**config.mk**
```make
export PLATFORM = sky130hd
export DESIGN_NAME = hsv_core_mul
export DESIGN_NICKNAME = d
export VERILOG_FILES = /design/src/rtl/hsv_core_pkg.sv /design/src/rtl/hsv_core_mul_stage.sv /design/src/rtl/hsv_core_skid_buffer.sv /design/src/rtl/hsv_core_mul.sv
export SDC_FILE = /design/constraint.sdc
export NUM_CORES = 2
export LEC_CHECK = 0
export BUFFER_PORTS_ARGS = -buffer_cell sky130_fd_sc_hd__buf_2
export CELL_PAD_IN_SITES_DETAIL_PLACEMENT = 1
export CELL_PAD_IN_SITES_GLOBAL_PLACEMENT = 1
export CORE_MARGIN = 5
export CORE_UTILIZATION = 47
export DETAILED_ROUTE_END_ITERATION = 8
export GPL_TIMING_DRIVEN = 0
export PLACE_DENSITY = 0.83
export SETUP_SLACK_MARGIN = 0.02
export SLEW_MARGIN = 20
export SYNTH_ARGS = -nofsm -noshare
export SYNTH_HDL_FRONTEND = slang
export SYNTH_HIERARCHICAL = 1
export SYNTH_SLANG_ARGS = --single-unit
export TNS_END_PERCENT = 20
```
**constraint.sdc**
```tcl
create_clock -name clk_core -period 19.4 [get_ports clk_core]
set_clock_uncertainty 0.1 [all_clocks]
set_input_delay 1.94 -clock clk_core [delete_from_list [all_inputs] [get_ports clk_core]]
set_output_delay 1.94 -clock clk_core [all_outputs]
set_load 0.02 [all_outputs]
```
**src/rtl/hsv_core_pkg.sv**
```systemverilog
// Shared core types: common instruction fields, commit record, exception
// causes and the multiply unit's operation/payload types.
package hsv_core_pkg;

    // Fields every execution unit carries from issue to commit untouched.
    typedef struct packed {
        logic [31:0] pc;
        logic [31:0] pc_increment;
        logic [4:0]  rd_addr;
        logic [7:0]  token;
    } common_data_t;

    typedef enum logic [1:0] {
        COMMIT_NEXT      = 2'd0,
        COMMIT_JUMP      = 2'd1,
        COMMIT_EXCEPTION = 2'd2
    } commit_action_t;

    typedef enum logic [4:0] {
        EXC_INSTRUCTION_MISALIGNED   = 5'd0,
        EXC_INSTRUCTION_ACCESS_FAULT = 5'd1,
        EXC_ILLEGAL_INSTRUCTION      = 5'd2,
        EXC_BREAKPOINT               = 5'd3,
        EXC_HARDWARE_ERROR           = 5'd24
    } exception_cause_t;

    typedef struct packed {
        common_data_t     common;
        commit_action_t   action;
        logic             writeback;
        logic [31:0]      result;
        logic [31:0]      next_pc;
        exception_cause_t exception_cause;
        logic [31:0]      exception_value;
    } commit_data_t;

    // MUL_HSS = MULH, MUL_HSU = MULHSU, MUL_HUU = MULHU.
    typedef enum logic [1:0] {
        MUL_LO  = 2'd0,
        MUL_HSS = 2'd1,
        MUL_HSU = 2'd2,
        MUL_HUU = 2'd3
    } mul_op_t;

    typedef struct packed {
        common_data_t common;
        mul_op_t      op;
        logic [31:0]  rs1_value;
        logic [31:0]  rs2_value;
    } mul_data_t;

    // Payload travelling down the multiply pipe after the product is formed.
    typedef struct packed {
        common_data_t common;
        mul_op_t      op;
        logic [63:0]  product;
    } mul_stage_t;

    // True for the ops that return the upper half of the product.
    function automatic logic mul_is_high(input mul_op_t op);
        return (op != MUL_LO);
    endfunction

endpackage

```
**src/rtl/hsv_core_mul_stage.sv**
```systemverilog
// One register stage of the multiply pipe: payload plus valid, frozen by
// the global stall and emptied by flush.
module hsv_core_mul_stage
    import hsv_core_pkg::*;
(
    input  logic       clk_core,
    input  logic       rst_core_n,
    input  logic       stall,
    input  logic       flush,
    input  logic       in_valid,
    input  mul_stage_t in_data,
    output logic       out_valid,
    output mul_stage_t out_data
);

    logic       valid_r;
    mul_stage_t data_r;

    assign out_valid = valid_r;
    assign out_data  = data_r;

    // Stage valid: flush beats stall, stall holds, otherwise advance.
    always_ff @(posedge clk_core or negedge rst_core_n) begin
        if (!rst_core_n) begin
            valid_r <= 1'b0;
        end else if (flush) begin
            valid_r <= 1'b0;
        end else if (!stall) begin
            valid_r <= in_valid;
        end else begin
            valid_r <= valid_r;
        end
    end

    // Stage payload advances whenever the pipe is not stalled.
    always_ff @(posedge clk_core) begin
        if (!stall) begin
            data_r <= in_data;
        end
    end

endmodule

```
**src/rtl/hsv_core_skid_buffer.sv**
```systemverilog
// Two-entry skid buffer between an execution unit and commit. The upstream
// ready is a register (empty skid slot), so it never depends on the
// downstream ready combinationally.
module hsv_core_skid_buffer
    import hsv_core_pkg::*;
(
    input  logic         clk_core,
    input  logic         rst_core_n,
    input  logic         flush,
    input  commit_data_t in_data,
    input  logic         in_valid,
    output logic         in_ready,
    output commit_data_t out_data,
    output logic         out_valid,
    input  logic         out_ready
);

    logic         out_valid_r;
    logic         skid_valid_r;
    commit_data_t out_data_r;
    commit_data_t skid_data_r;

    logic out_valid_n_s;
    logic skid_valid_n_s;
    logic load_out_s;
    logic load_skid_s;
    logic out_from_skid_s;

    assign in_ready  = ~skid_valid_r;
    assign out_valid = out_valid_r;
    assign out_data  = out_data_r;

    // Next-state decision for the output and skid slots.
    always_comb begin
        out_valid_n_s   = out_valid_r;
        skid_valid_n_s  = skid_valid_r;
        load_out_s      = 1'b0;
        load_skid_s     = 1'b0;
        out_from_skid_s = 1'b0;
        if (flush) begin
            out_valid_n_s  = 1'b0;
            skid_valid_n_s = 1'b0;
        end else if (out_valid_r && !out_ready) begin
            if (in_valid && !skid_valid_r) begin
                skid_valid_n_s = 1'b1;
                load_skid_s    = 1'b1;
            end else begin
                skid_valid_n_s = skid_valid_r;
            end
        end else if (skid_valid_r) begin
            out_valid_n_s   = 1'b1;
            skid_valid_n_s  = 1'b0;
            out_from_skid_s = 1'b1;
        end else begin
            out_valid_n_s = in_valid;
            load_out_s    = in_valid;
        end
    end

    // Slot valid flags; reset and flush empty both slots.
    always_ff @(posedge clk_core or negedge rst_core_n) begin
        if (!rst_core_n) begin
            out_valid_r  <= 1'b0;
            skid_valid_r <= 1'b0;
        end else begin
            out_valid_r  <= out_valid_n_s;
            skid_valid_r <= skid_valid_n_s;
        end
    end

    // Slot payloads; not reset since they are qualified by the valid flags.
    always_ff @(posedge clk_core) begin
        if (out_from_skid_s) begin
            out_data_r <= skid_data_r;
        end else if (load_out_s) begin
            out_data_r <= in_data;
        end
        if (load_skid_s) begin
            skid_data_r <= in_data;
        end
    end

endmodule

```
**src/rtl/hsv_core_mul.sv**
```systemverilog
// RV32M multiply execution unit (MUL/MULH/MULHSU/MULHU) with a
// STAGES-deep stall/flush-aware pipe feeding a commit skid buffer.
module hsv_core_mul
    import hsv_core_pkg::*;
#(
    parameter int unsigned STAGES  = 2,
    parameter bit          HIGH_EN = 1'b1
) (
    input  logic         clk_core,
    input  logic         rst_core_n,
    input  logic         flush_req,
    output logic         flush_ack,
    input  mul_data_t    mul_data,
    output logic         ready_o,
    input  logic         valid_i,
    output commit_data_t commit_data,
    input  logic         ready_i,
    output logic         valid_o
);

    logic out_ready_s;
    logic stall_s;

    logic        rs1_signed_s;
    logic        rs2_signed_s;
    logic [63:0] rs1_ext_s;
    logic [63:0] rs2_ext_s;
    mul_stage_t  s1_data_s;

    logic       s1_valid_r;
    mul_stage_t s1_data_r;

    logic       [STAGES-1:0] pipe_valid_s;
    mul_stage_t [STAGES-1:0] pipe_data_s;

    mul_stage_t   last_s;
    commit_data_t commit_s;

    assign stall_s = ~out_ready_s;
    assign ready_o = ~stall_s;

    // Operand extension and product. Only the low 64 bits of the 33x33
    // product are ever observed, so the operands are extended straight to
    // 64 bits and the multiply is done modulo 2^64.
    always_comb begin
        rs1_signed_s = (mul_data.op == MUL_HSS) || (mul_data.op == MUL_HSU);
        rs2_signed_s = (mul_data.op == MUL_HSS);
        rs1_ext_s    = {{32{rs1_signed_s & mul_data.rs1_value[31]}}, mul_data.rs1_value};
        rs2_ext_s    = {{32{rs2_signed_s & mul_data.rs2_value[31]}}, mul_data.rs2_value};
        s1_data_s.common  = mul_data.common;
        s1_data_s.op      = mul_data.op;
        s1_data_s.product = rs1_ext_s * rs2_ext_s;
    end

    // Stage 1 valid: accepts when ready; flush drops the incoming op.
    always_ff @(posedge clk_core or negedge rst_core_n) begin
        if (!rst_core_n) begin
            s1_valid_r <= 1'b0;
        end else if (flush_req) begin
            s1_valid_r <= 1'b0;
        end else if (!stall_s) begin
            s1_valid_r <= valid_i;
        end else begin
            s1_valid_r <= s1_valid_r;
        end
    end

    // Stage 1 payload captures the freshly formed product.
    always_ff @(posedge clk_core) begin
        if (!stall_s) begin
            s1_data_r <= s1_data_s;
        end
    end

    assign pipe_valid_s[0] = s1_valid_r;
    assign pipe_data_s[0]  = s1_data_r;

    for (genvar g = 1; g < STAGES; g++) begin : g_stage
        hsv_core_mul_stage u_stage (
            .clk_core   (clk_core),
            .rst_core_n (rst_core_n),
            .stall      (stall_s),
            .flush      (flush_req),
            .in_valid   (pipe_valid_s[g-1]),
            .in_data    (pipe_data_s[g-1]),
            .out_valid  (pipe_valid_s[g]),
            .out_data   (pipe_data_s[g])
        );
    end

    assign last_s = pipe_data_s[STAGES-1];

    // Result select and commit record; high-half ops trap when disabled.
    always_comb begin
        commit_s.common          = last_s.common;
        commit_s.next_pc         = last_s.common.pc_increment;
        commit_s.exception_value = 32'd0;
        if (mul_is_high(last_s.op) && (HIGH_EN == 1'b0)) begin
            commit_s.action          = COMMIT_EXCEPTION;
            commit_s.exception_cause = EXC_ILLEGAL_INSTRUCTION;
            commit_s.writeback       = 1'b0;
            commit_s.result          = 32'd0;
        end else begin
            commit_s.action          = COMMIT_NEXT;
            commit_s.exception_cause = EXC_HARDWARE_ERROR;
            commit_s.writeback       = 1'b1;
            commit_s.result          = mul_is_high(last_s.op) ? last_s.product[63:32]
                                                              : last_s.product[31:0];
        end
    end

    // Flush acknowledge follows the request by one cycle; high in reset.
    always_ff @(posedge clk_core or negedge rst_core_n) begin
        if (!rst_core_n) begin
            flush_ack <= 1'b1;
        end else begin
            flush_ack <= flush_req;
        end
    end

    hsv_core_skid_buffer u_skid (
        .clk_core   (clk_core),
        .rst_core_n (rst_core_n),
        .flush      (flush_req),
        .in_data    (commit_s),
        .in_valid   (pipe_valid_s[STAGES-1]),
        .in_ready   (out_ready_s),
        .out_data   (commit_data),
        .out_valid  (valid_o),
        .out_ready  (ready_i)
    );

endmodule

```
==> metrics.md <==
| Metric | Value |
|---|---|
| Utilization after layout | 0.523 |
| Pin count of the biggest net entering global routing | between 70 and 80 |
| Die area | 136,000 um2 |
| Initial drt markers | around 4,000 |
| Share of cells above drive strength 1 | 0.128 |
| Hold WC Path Type | reg2reg |
| Unrepaired setup endpoints after global routing | false |
| Biggest cell delay along the critical path | a little over 700 ps |
| Slew @ Worst Pin | 1320 ps |
| Worst Path Buf+Inv | 9 |
| Startpoint types | input pin |
| Synth Area in XOR/XNOR | 0.0113 |
| Hold_sp | pipe_data_s[131] |
| Gr ovfl total | 0 |
| Simple-Gate Fraction of Synth Area | 0.0918 |
| Initial antenna violation count | 26 |
| Synthesis-to-finish area growth | 10.4% |
| Final Critical Period | around 11,000 ps |
| Post-CTS Setup Inserts | 0 |
| Fill cells | 13,600 |
| Mapped cell area | 60,600 um2 |
| Final HPWL DP | ~170 mm |
| Flops & latches, synth | about 650 |
| Final-report hold violation count | 0 |
| Fin. max-slew vios | 0 |
| First-pass GRT wire length | about 310 mm |
| Most frequent cell after synthesis | inv_1 |
| Reg2Reg Depth | 6 |
| Critical Path AT | between 10,000 and 15,000 ps |
| Crit path kind | in2reg |
| Layout net count | 7,144 |
| Die Ht | ~370 um |
| Final GP Congestion | 1.02 |
| Die W | roughly 370 um |
| Total CTS buffers | 56 |
| Peak Freq | just under 90 MHz |
| GRT Total Usage | 0.316 |
| WL final | about 210 mm |
| Slew headroom | 0.119 |
| Largest family of logic cells by synthesized area | adder cells |
| Sequential area share after synthesis | 0.323 |
| Post-DR wirelength/cell | 29.0 um |
| Top delay family on crit path | adder cells |
| Synth area leaders | fa_1, edfxtp_1, inv_1 |
| Setup crit end kind | flip-flop |
| Top Ports | 332 |
| Post-Synth Adder-Cell Area | 0.416 |
| WP data required | slightly below 20,000 ps |
| Synth cell count leaders | inv_1, fa_1, nand2_1 |
| Max Cap Violations | 0 |
| Synth Area per Inst | approximately 12 um2 |
| Slowest cell on crit path | clkbuf_1 |
| Core area | about 130,000 um2 |
| Crit path max fanout | 10 |
| Main flop type after synthesis | edfxtp_1 |
| Num rows | around 130 |
| Compound-gate portion of the synthesized area | 0.0219 |
| Yosys warnings | 6 |
| IO buf count | roughly 330 |
| Clock Path Buffers | 3 |
| Multi-input gate area | 35,800 um2 |
| Later-pin clock latency in the skew report | about 600 ps |
| Multiplexer share of the synthesized area | 0.0455 |
| Sink Count | 653 |
| Reg clk slew, reported paths | 70 ps |
| Largest area contributor in the netlist | fa_1 |
| Hold-critical path depth | 0 |
| H-tree depth | 2 |
| Worst r2r dst | u_skid/out_data[116] |
| Initial Utilization | 0.474 |
| CTS resizes | 0 |
| Most repeated library cell on the critical path | fa_1 |
| Number of global-route vias before repair | 46,700 |
| Run status | complete, no violations |
| DR vias | about 41,000 |
| Unique masters post-synth | 75 |
| Vias per cell | around 5.6 |
| EDFF count, synth | between 600 and 700 |
| Share of synthesized flip-flops with an asynchronous set or reset | 0.00766 |
| Cts hold-fix bufs | 0 |
| DRC | 0 |
| Register area | between 15,000 and 20,000 um2 |
| ANT nets after route | 0 |
| Final setup fails | 0 |
| R2r setup slk | 16,410 ps |
| Post-Synthesis Cells | 5,157 |
| Worst hold endpoint | g_stage[1].u_stage/out_data[131] |
| Tcrit/Tclk final | 0.586 |
| Share of the synthesized area in the top cell type | 0.372 |
| Worst r2r src | u_skid/skid_valid_r |
| CTS tree | built |
| 1st-pass router iterations | 5 |
| Root Driver | clkbuf_16 |
## sequential cells by signal, summed over array words and instances, names as in the netlist
name                       count
u_skid/out_data              181
u_skid/skid_data_r           181
g_stage.u_stage/out_data     143
pipe_data_s                  143
flush_ack                      1
g_stage.u_stage/out_valid      1
s1_valid_r                     1
u_skid/out_valid               1
u_skid/skid_valid_r            1
## final cells by class
cell class	count	area share
timing repair buffer	365	0.0303
buffer	246	0.0155
antenna	21	0.000786
tap	1662	0.0311
sequential	653	0.293
clock inverter	40	0.00578
clock buffer	62	0.0213
inverter	1186	0.0668
multi-input combinational	3150	0.536
## kinds of logic (layout without fill, tap and decap cells)
kind of cell | count (synthesis) | count (layout)
AO/OA/AOI/OAI | 201 | 201
other | 2 | 101
multiplexers | 215 | 215
buffers and inverters | 1432 | 1899
XOR/XNOR | 78 | 78
AND/OR/NAND/NOR | 1238 | 1238
flip-flops | 653 | 653
adder cells (fa/ha/maj) | 1338 | 1338
## how the worst max path moves through the flow
stage	start	endpoint	slack, ps	cells after the start
after floorplan	flush_req	u_skid/out_data[0]	3960	1
after global placement	flush_req	u_skid/out_data[114]	-1410	2
after detailed placement	mul_data[64]	pipe_data_s[59]	7500	29
after CTS	mul_data[65]	pipe_data_s[63]	8140	30
after global routing	mul_data[65]	pipe_data_s[63]	7750	30
final	mul_data[65]	pipe_data_s[59]	8030	30
## stage by stage
stage | worst slack (ps) | setup TNS, ps | hold WS, ps | cells | cell area [um2]
6_report | 8030 | 0 | 277 | 7385 | 66900
3_5_place_dp | 7500 | 0 | 305 | 7262 | 65000
5_1_grt | 7750 | 0 | 291 | 7375 | 66900
4_1_cts | 8140 | 0 | 289 | 7364 | 66800
2_1_floorplan | 3960 | 0 | 300 | 5235 | 60900
3_3_place_gp | -1410 | -251230 | 301 | 7224 | 64600
## layout by cell type, fill, tap and decap left out, types with 8 or more instances in the layout
cell type,Yosys,layout
inv_1,1186,1184
fa_1,1125,1124
nand2_1,818,818
edfxtp_1,648,648
buf_2,19,346
and2_1,281,281
clkbuf_1,216,215
ha_1,213,213
mux2_2,123,123
mux2_4,90,90
conb_1,2,80
a21oi_1,68,68
nor2_1,59,59
clkbuf_16,0,56
xnor2_1,54,54
a21o_1,33,33
xor2_1,24,24
o21ai_0,23,23
buf_4,1,23
diode_2,0,21
buf_6,9,20
nand3_1,18,18
clkinv_1,0,16
nand4_1,15,15
o21ai_1,14,14
o21bai_1,11,11
clkinv_2,0,10
nor3_1,10,9
or2_2,8,8
## layer usage
metal	vias to the layer above	GRT usage	wire length (um)
met5	-	0	68
met4	10	0.203	17400
met3	712	0.0821	22100
met2	2525	0.520	101000
met1	21500	0.369	73400
li1	16500	-	-
Power is left out: the tool's default activity adds up to more than one toggle a clock period on the data nets, which glitch-free logic cannot reach.
